===== src/rtl/gate_pkg.sv =====
// Shared constants and types for the gate library primitives.
// The count type covers the 0..2 occupancy of the 2-entry skid buffer.
package gate_pkg;

  localparam int WIDTH_MAX = 64;
  localparam int SKID_ENTRIES = 2;

  typedef logic [1:0] count_t;

  localparam count_t CNT_EMPTY = 2'd0;
  localparam count_t CNT_ONE   = 2'd1;
  localparam count_t CNT_FULL  = 2'd2;

endpackage


===== src/rtl/h_not_skid.sv =====
// Generic 2-entry valid/ready skid buffer holding WIDTH bits.
// in_ready and out_valid are registered, so there is no path from out_ready to in_ready.
module h_not_skid
  import gate_pkg::*;
#(
  parameter int WIDTH = 1
) (
  input  logic             clk,
  input  logic             reset,
  input  logic [WIDTH-1:0] in_data,
  input  logic             in_valid,
  output logic             in_ready,
  output logic [WIDTH-1:0] out_data,
  output logic             out_valid,
  input  logic             out_ready
);

  count_t           count_r;
  count_t           count_s;
  logic [WIDTH-1:0] head_r;
  logic [WIDTH-1:0] head_s;
  logic [WIDTH-1:0] skid_r;
  logic [WIDTH-1:0] skid_s;
  logic             in_ready_r;
  logic             out_valid_r;
  logic             push_s;
  logic             pop_s;

  assign push_s = in_valid && in_ready_r;
  assign pop_s  = out_valid_r && out_ready;

  // Next-state for occupancy and the two storage entries.
  always_comb begin
    count_s = count_r;
    head_s  = head_r;
    skid_s  = skid_r;
    case ({push_s, pop_s})
      2'b10: begin
        if (count_r == CNT_EMPTY) begin
          head_s = in_data;
        end else begin
          skid_s = in_data;
        end
        count_s = count_r + CNT_ONE;
      end
      2'b01: begin
        if (count_r == CNT_FULL) begin
          head_s = skid_r;
        end else begin
          head_s = head_r;
        end
        count_s = count_r - CNT_ONE;
      end
      2'b11: begin
        // Occupancy unchanged; the queue shifts by one entry.
        if (count_r == CNT_FULL) begin
          head_s = skid_r;
          skid_s = in_data;
        end else begin
          head_s = in_data;
        end
      end
      default: begin
        count_s = count_r;
      end
    endcase
  end

  // Storage and handshake registers; reset discards any buffered words.
  always_ff @(posedge clk or posedge reset) begin
    if (reset) begin
      count_r     <= CNT_EMPTY;
      head_r      <= {WIDTH{1'b0}};
      skid_r      <= {WIDTH{1'b0}};
      in_ready_r  <= 1'b1;
      out_valid_r <= 1'b0;
    end else begin
      count_r     <= count_s;
      head_r      <= head_s;
      skid_r      <= skid_s;
      in_ready_r  <= (count_s != CNT_FULL);
      out_valid_r <= (count_s != CNT_EMPTY);
    end
  end

  assign in_ready  = in_ready_r;
  assign out_valid = out_valid_r;
  assign out_data  = head_r;

endmodule


===== src/rtl/h_not.sv =====
// Bitwise inverter: combinational out = ~in, plus a registered,
// flow-controlled copy of ~in delivered through a 2-entry skid buffer.
module h_not
  import gate_pkg::*;
#(
  parameter int WIDTH      = 1,
  parameter int SKID_DEPTH = 2
) (
  input  logic             clk,
  input  logic             reset,
  input  logic [WIDTH-1:0] in,
  output logic [WIDTH-1:0] out,
  input  logic             in_valid,
  output logic             in_ready,
  output logic [WIDTH-1:0] out_q,
  output logic             out_valid,
  input  logic             out_ready
);

  logic [WIDTH-1:0] inv_s;

  if (SKID_DEPTH != SKID_ENTRIES || WIDTH < 1 || WIDTH > WIDTH_MAX) begin : g_param_check
    $error("h_not: illegal parameters (WIDTH must be 1..64, SKID_DEPTH must be 2)");
  end

  // Plain NOT: no clock or reset involvement, X/Z pass through per bit.
  assign inv_s = ~in;
  assign out   = inv_s;

  h_not_skid #(
    .WIDTH(WIDTH)
  ) u_skid (
    .clk      (clk),
    .reset    (reset),
    .in_data  (inv_s),
    .in_valid (in_valid),
    .in_ready (in_ready),
    .out_data (out_q),
    .out_valid(out_valid),
    .out_ready(out_ready)
  );

endmodule


===== config.mk =====
export PLATFORM = sky130hd
export DESIGN_NAME = h_not
export DESIGN_NICKNAME = d
export VERILOG_FILES = /design/src/rtl/gate_pkg.sv /design/src/rtl/h_not_skid.sv /design/src/rtl/h_not.sv
export SDC_FILE = /design/constraint.sdc
export NUM_CORES = 1
export LEC_CHECK = 0
export BUFFER_PORTS_ARGS = -buffer_cell sky130_fd_sc_hd__buf_2
export CAP_MARGIN = 20
export CORE_AREA = 4 4 41 43
export DETAILED_ROUTE_END_ITERATION = 12
export DIE_AREA = 0 0 45 47
export GPL_TIMING_DRIVEN = 1
export PLACE_DENSITY_LB_ADDON = 0.2
export SLEW_MARGIN = 20
export SYNTH_ARGS = -nofsm -noshare
export SYNTH_HDL_FRONTEND = slang
export SYNTH_HIERARCHICAL = 1
export SYNTH_SLANG_ARGS = --single-unit

===== constraint.sdc =====
create_clock -name clk -period 3.33 [get_ports clk]
set_input_delay 0.333 -clock clk [delete_from_list [all_inputs] [get_ports clk]]
set_output_delay 0.333 -clock clk [all_outputs]
set_load 0.05 [all_outputs]

# Yosys cells after proc, flatten, opt, wreduce, memory -nomap -nowiden
# Cells that the tools add are included.
# totals
ff_bits,6
in_bits,5
# classes
addsub,2
n_eq_ne,9
n_mux,8
bitwise_logic,1
reduce_logical,8
# op_table
op,n
"2-bit equality test, second input constant",3
"2-bit by 1-bit inequality test with 1-bit output, second input constant",3
3-bit AND reduction,2
1-bit 2-to-1 mux,5
"2-bit inequality test, second input constant",2
2-bit one-hot mux with 2 select lines,1
2-bit nonzero test,2
1-bit one-hot mux with 3 select lines,1
3-bit nonzero test,1
"2-bit by 1-bit adder with 2-bit output, second input constant",1
"2-bit by 1-bit equality test with 1-bit output, second input constant",1
1-bit logical AND,2
2-bit logical NOT,1
1-bit one-hot mux with 2 select lines,1
"2-bit by 1-bit subtractor with 2-bit output, second input constant",1
1-bit NOT,1

# Logic depth before layout (Yosys ltp)
# Gate-level depths: netlist (run 1).
# logic_depth
ltp_word,4
mapped_depth,7
depth_no_buf,7

# By module
# Netlist (run 1), hierarchy kept.
# by_module_without_submodules
module,n_inst,cells_each,area_per_inst_um2
h_not_skid,1,37,355.3
h_not,1,1,3.8

# Least setup slack after synthesis (run 1)
# OpenSTA, ideal clock, no wires.
# synth_path
kind,register to register
start,reg u_skid.out_valid_r (netlist: u_skid/out_valid)
end,reg u_skid.out_valid_r (netlist: u_skid/out_valid)
arrival_ps,1721
required_time_ps,3203
slack_ps,1482
stages_incl_launch_ff,8
path_buffers,0
period_less_slack_ps,1848
path_cell_list,dfrtp_1 > nand2_1 > inv_1 > ha_1 > xor2_1 > nand2_1 > xnor2_1 > or2_2
# synth_between
elab_chain_cells,4
word_cells_on_any_way,5
# synth_lines
element,line_no,source
start: declaration,h_not_skid.sv:25,logic out_valid_r;
start signal: assignment,h_not_skid.sv:82,out_valid_r <= (count_s != CNT_EMPTY);
1-bit logical AND *,h_not_skid.sv:30,assign pop_s = out_valid_r && out_ready;
2-bit by 1-bit equality test with 1-bit output / 2-bit equality test (equally long branches),h_not_skid.sv:37,"case ({push_s, pop_s})"
2-bit one-hot mux with 2 select lines *,h_not_skid.sv:37,
via u_skid.count_s[1],h_not_skid.sv:19,count_t count_s;
2-bit nonzero test *,h_not_skid.sv:82,
# The timed path passes the listed nets; every way through them passes the cells marked *.
# A chain may end at the register's enable or synchronous reset.

# Final worst setup path (run 1)
# layout_path
start,reg u_skid.in_ready_r (netlist: u_skid/in_ready)
end,reg u_skid.out_valid_r (netlist: u_skid/out_valid)
# layout_between
elab_chain_cells,4
word_cells_on_any_way,5
# layout_lines
element,line_no,source
start: declaration,h_not_skid.sv:24,logic in_ready_r;
start signal: assignment,h_not_skid.sv:81,in_ready_r <= (count_s != CNT_FULL);
1-bit logical AND *,h_not_skid.sv:29,assign push_s = in_valid && in_ready_r;
2-bit by 1-bit equality test with 1-bit output / 2-bit equality test (equally long branches),h_not_skid.sv:37,
2-bit one-hot mux with 2 select lines *,h_not_skid.sv:37,
via u_skid.count_s[1],h_not_skid.sv:19,
2-bit nonzero test *,h_not_skid.sv:82,
# Marked as above.

==> flow_metrics.env, run 1 <==
export IMPL_status="finished, final reports clean"
export IMPL_yosysTopAreaCell="dfrtp_1"
export IMPL_cp_common_cell="nand2_1"
export IMPL_ant_nets=0
export IMPL_hold_path_class="input port to register"
export IMPL_vias=265
export IMPL_drc=0
export IMPL_syn_to_final_growth_pct=26.5
export IMPL_die_area_sq_mm=0.00212
export IMPL_grt_pass1_wl_um=966
export IMPL_die_w_um=45
export IMPL_yosysMostFrequentCell="inv_1"
export IMPL_ys_flop_type="dfrtp_1"
export IMPL_wl_per_cell_um=8.45
export IMPL_crit_fanout=4
export IMPL_syn_area_per_cell_sq_um=9.45
export IMPL_first_iter_violations=2
export IMPL_num_rows=13
export IMPL_rsz0062_at_grt="false"
export IMPL_layout_drive_gt1_share_pct=27.5
export IMPL_async_flop_share_pct=100
export IMPL_ys_types=18
export IMPL_viasPerCell=4.02
export IMPL_critPathRequiredTime_ns=3.45
export IMPL_max_cap_violations=0
export IMPL_worst_pin_slew_ns=0.256
export IMPL_clk_path_buf_depth=2
export IMPL_critPathLaunchType="register"
export IMPL_critical_path_max_stage_delay_ns=0.52
export IMPL_crit_type="register to register"
export IMPL_diodes=0
export IMPL_htreeDepth=1
export IMPL_vdd_ir_drop_max_uv=330
export IMPL_drv_slew=0
export IMPL_hold_viol_final=0
export IMPL_numPortBuffers=8
export IMPL_grt_max_degree=7
export IMPL_synth_edff_count=0
export IMPL_firstDrtPassIters=2
export IMPL_finClkSkew_ns=0.00301
export IMPL_clk_pin_slew_ns=0.04
export IMPL_routabilityCongestion=0.685
export IMPL_syn_cell_area_sq_um=359
export IMPL_clock_latency_ns=0.24
export IMPL_hold_slack_ns=0.437
export IMPL_grt_usage_pct=6.37
export IMPL_max_slew_margin_pct=82.8
export IMPL_slowest_stage="dfstp_2"
export IMPL_routed_wl_um=558
export IMPL_worst_setup_path_end_kind="register"
export IMPL_synth_cells=38
export IMPL_die_h_um=47
export IMPL_grt_overflow=0
export IMPL_synth_nets=47
export IMPL_clockRootBuffer="clkbuf_4"
export IMPL_cellPowerDensity_mw_per_mm2=958
export IMPL_cts_sinks=6
export IMPL_antenna_found_initial=0
export IMPL_coreArea_sq_mm=0.00130
export IMPL_crit_buf_inv=0
export IMPL_cts_setup_buffers=0
export IMPL_synth_common_cells="7 x inv_1, 5 x dfrtp_1, 4 x ha_1, 4 x nand2_1"
export IMPL_initial_core_util_pct=27.6
export IMPL_min_period_over_period_pct=49.3
export IMPL_yosys_top_cells_area="dfrtp_1 35%, ha_1 14%, dfstp_2 7.3%"
export IMPL_io_pin_count=9
export IMPL_synth_seq_cells=6
export IMPL_path_delay_family="flip-flops"
export IMPL_crit_arrival_ns=1.76
export IMPL_cts_inserted_buffers=3
export IMPL_leakage_uw=0.000240
export IMPL_nets=61
export IMPL_layout_min_cycle_time_ns=1.64
export IMPL_tns_ns=0
export IMPL_yosysWarnings=6
export IMPL_worstPathCellList="nand2_1 -> ha_1 -> xor2_1 -> nand2_1 -> xnor2_1 -> or2_2"
export IMPL_ys_seq_area_share_pct=42.2
export IMPL_fmax_ghz=0.609
export IMPL_netlist_area_leader_share_pct=34.8
export IMPL_grt_pass1_vias=279
export IMPL_cts_tree="built"
export IMPL_finalSetupViolCount=0
export IMPL_dp_hpwl_um=489
[power breakdown]
part	leakage (uW)	internal (uW)	switching, uW
Sequential	0.0000684	114	26.2
Clock	0.0000150	45.3	24.1
Combinational	0.000157	86.3	139
[worst reg2reg max path: stages, from the launching register on]
cell	delay, ns
dfstp_2	0.52
nand2_1	0.08
ha_1	0.26
xor2_1	0.15
nand2_1	0.08
xnor2_1	0.16
or2_2	0.28
[through the flow]
stage	setup slack [ns]	instance area [sq um]	power [uW]	utilization, %	instances
detailed placement	1.64	418	369	32.1	61
global route	1.55	454	472	34.9	66
CTS	1.68	454	444	34.9	66
floorplan	1.48	359	324	-	38
finish	1.69	454	435	34.9	66
global placement	1.64	418	373	32.1	61
[registers in the layout, indices dropped and copies added (netlist names)]
| name | count |
|---|---|
| u_skid/skid_r | 1 |
| u_skid/in_ready | 1 |
| u_skid/count_r | 2 |
| u_skid/out_data | 1 |
| u_skid/out_valid | 1 |
[cell type report]
class                   count  area (sq um)
fillers                   143           847
flip-flops and latches      6           151
repair buffers              9          50.0
inverters                   7          26.3
well taps                  15          18.8
multi-input cells          25           181
clock buffers               4          26.3
[final timing paths]
check / start / to / slack [ns] / cells past startpoint
worst max-delay path: u_skid/in_ready / u_skid/out_valid / 1.69 / 6
worst min-delay path: in / u_skid/skid_r / 0.44 / 3
worst max register to register: u_skid/in_ready / u_skid/out_valid / 1.69 / 6
worst min register to register: u_skid/out_data / u_skid/out_data / 0.48 / 1
max in group asynchronous: reset / u_skid/in_ready / 2.54 / 3
min in group asynchronous: reset / u_skid/skid_r / 0.54 / 3
[metal layers]
metal	routed length [um]	track usage (%)	vias up
met5	0	0	-
met4	0	5.26	0
met3	11	1.15	0
met2	321	11.0	2
met1	225	6.76	117
li1	-	-	146
[logic make-up (layout without fill, tap and decap cells)]
family,after synthesis,count (layout),synth area share [%]
compound gates,6,6,9.06
mux,3,3,9.06
buf+inv,7,20,7.32
fa+ha+maj,4,4,13.9
flops,6,6,42.2
xor+xnor,3,3,7.32
simple gates,9,9,11.2
[what timing repair did]
| item | 4_1_cts | 5_1_grt |
|---|---|---|
| resized for setup | 0 | 0 |
| hold buffers | 1 | 0 |
| endpoints found under the hold margin | 5 | 0 |
| endpoints found under the setup margin | 0 | 0 |
[cells in the final DEF (no fill, tap or decap)]
cell and instances:
buf_2 8, inv_1 7, dfrtp_1 5, nand2_1 4, ha_1 4, clkbuf_4 3
o21ai_0 2, xnor2_1 2, a21oi_1 2, nor2_1 2, clkbuf_1 1, dlygate4sd3_1 1
nand2b_1 1, mux2_2 1, xor2_1 1, or2_2 1, a31oi_1 1, nand3_1 1
o22ai_1 1, mux2i_1 1, mux2_1 1, dfstp_2 1
(Power assumes the default switching activity.)
==> run 2, diff against run 1 <==
clock period = 1.6 ns   (was 3.33 ns; I/O delays follow)
==> run 2 against run 1 <==
Sequential power up 120%. Combinational power rose by 130%. Count of clock-buffer cells in the layout unchanged. Global-route usage increased by 0.069 points. Power grew 120%. Clock power is 110% higher. Critical endpoint is now u_skid/out_data.
==> flow_metrics.env, run 2 (synthesis gave the netlist of run 1 again) <==
export IMPL_max_cap_violations=0
export IMPL_cts_sinks=6
export IMPL_clock_latency_ns=0.24
export IMPL_grt_max_degree=7
export IMPL_routed_wl_um=550
export IMPL_min_period_over_period_pct=95.8
export IMPL_finClkSkew_ns=0.00449
export IMPL_fin_ws_ns=0.0672
export IMPL_hold_viol_final=0
export IMPL_routabilityCongestion=0.630
export IMPL_cellPowerDensity_mw_per_mm2=1930
export IMPL_layout_drive_gt1_share_pct=44.2
export IMPL_io_pin_count=9
export IMPL_clk_path_buf_depth=2
export IMPL_worst_setup_path_end_kind="register"
export IMPL_multiInputGateArea_sq_um=224
export IMPL_seq_area_sq_um=153
export IMPL_fillers=144
export IMPL_critPathRequiredTime_ns=1.72
export IMPL_largest_reg_flops=2
export IMPL_layout_min_cycle_time_ns=1.53
export IMPL_top_register="u_skid/count_r"
export IMPL_clk_pin_slew_ns=0.04
export IMPL_critPathLaunchType="register"
export IMPL_antenna_found_initial=0
export IMPL_num_rows=13
export IMPL_rsz0062_at_grt="true"
export IMPL_nets=62
export IMPL_first_iter_violations=6
export IMPL_dp_hpwl_um=478
export IMPL_leakage_uw=0.000244
export IMPL_numPortBuffers=8
export IMPL_status="finished, final reports clean"
export IMPL_path_delay_family="flip-flops"
export IMPL_vias=276
export IMPL_grt_overflow=0
export IMPL_fmax_ghz=0.652
export IMPL_fin_area_sq_um=505
export IMPL_wl_per_cell_um=8.21
export IMPL_cts_tree="built"
export IMPL_hold_slack_ns=0.264
export IMPL_diodes=0
export IMPL_die_w_um=45
export IMPL_r2r_start="u_skid/in_ready"
export IMPL_regToRegSetupSlack_ns=0.07
export IMPL_finalSetupViolCount=0
export IMPL_clockRootBuffer="clkbuf_4"
export IMPL_crit_type="register to register"
export IMPL_post_place_ws_ns=0.0668
export IMPL_syn_to_final_growth_pct=40.8
export IMPL_initial_core_util_pct=27.6
export IMPL_viasPerCell=4.12
export IMPL_cts_inserted_buffers=3
export IMPL_hold_path_class="input port to register"
export IMPL_grt_pass1_vias=248
export IMPL_tns_ns=0
export IMPL_worst_pin_slew_ns=0.247
export IMPL_grt_usage_pct=6.44
export IMPL_worstPathCellList="nand2_4 -> inv_2 -> ha_2 -> mux2i_1 -> a21oi_1 -> nor2_1 -> mux2_1"
export IMPL_firstDrtPassIters=2
export IMPL_grt_pass1_wl_um=938
export IMPL_die_area_sq_mm=0.00212
export IMPL_crit_arrival_ns=1.65
export IMPL_ff2ff_path_depth=7
export IMPL_slowest_stage="dfstp_2"
export IMPL_coreArea_sq_mm=0.00130
export IMPL_ant_nets=0
export IMPL_min_path_cells=3
export IMPL_htreeDepth=1
export IMPL_drc=0
export IMPL_crit_fanout=3
export IMPL_die_h_um=47
export IMPL_critical_path_max_stage_delay_ns=0.54
export IMPL_max_slew_margin_pct=83.4
export IMPL_crit_buf_inv=1
export IMPL_drv_slew=0
export IMPL_whs_endpoint="u_skid/skid_r"
export IMPL_vdd_ir_drop_max_uv=874
export IMPL_hold_start="in"
export IMPL_layout_commonest_cell="buf_2"
export IMPL_final_cell_mix="8 x buf_2, 6 x inv_1, 4 x dfrtp_1, 3 x clkbuf_4"
export IMPL_r2r_end="u_skid/out_data"
export IMPL_placed_area_sq_um=467
-- run 2: cell count changes in the layout (fill, tap and decap cells not counted), sizes merged --
cell | previous run | this run
buf | 8 | 9
-- run 2: tightest hold or removal path: cells and delay by family --
family                 cells  cell delay (ns)
multiplexers               1             0.14
buffers and inverters      2             0.16
-- run 2: routing by layer --
layer / GRT usage [%] / share of wire (%) / vias up
met2: 10.5 / 58 / 2
met3: 2.30 / 2.2 / 0
met1: 6.73 / 40 / 124
li1: - / - / 150
met5: 0 / 0 / -
met4: 5.26 / 0 / 0
-- run 2: through the flow --
stage | power [uW] | instances | util (%)
6_report | 976 | 67 | 38.8
5_1_grt | 1070 | 67 | 38.8
4_1_cts | 995 | 67 | 38.7
3_5_place_dp | 836 | 62 | 35.9
3_3_place_gp | 847 | 62 | 35.9
2_1_floorplan | 734 | 38 | -
-- run 2: power breakdown --
part           internal [uW]  switching (uW)
sequential               240            61.0
clock                   94.1            49.3
combinational            226             305
-- run 2: worst max-delay path by stage --
stage,from,endpoint,depth (start not counted)
after floorplan,u_skid/in_ready,u_skid/out_data,6
after global placement,u_skid/in_ready,u_skid/out_data,6
after detailed placement,u_skid/in_ready,u_skid/out_data,7
after CTS,u_skid/in_ready,u_skid/out_data,7
after global routing,u_skid/out_valid,u_skid/out_data,7
final,u_skid/in_ready,u_skid/out_data,7
-- run 2: area by class of cell --
class	count	area share (%)
clock buffers	4	5.20
repair buffers	10	11.4
well taps	15	3.71
inverters	7	5.20
multi-input cells	25	44.3
flip-flops and latches	6	30.2
-- run 2: repair_timing --
action | in CTS | in global routing
resized for setup | 0 | 2
endpoints found under the hold margin | 5 | 0
endpoints found under the setup margin | 0 | 2
setup buffers | 0 | 0
hold buffers | 1 | 0
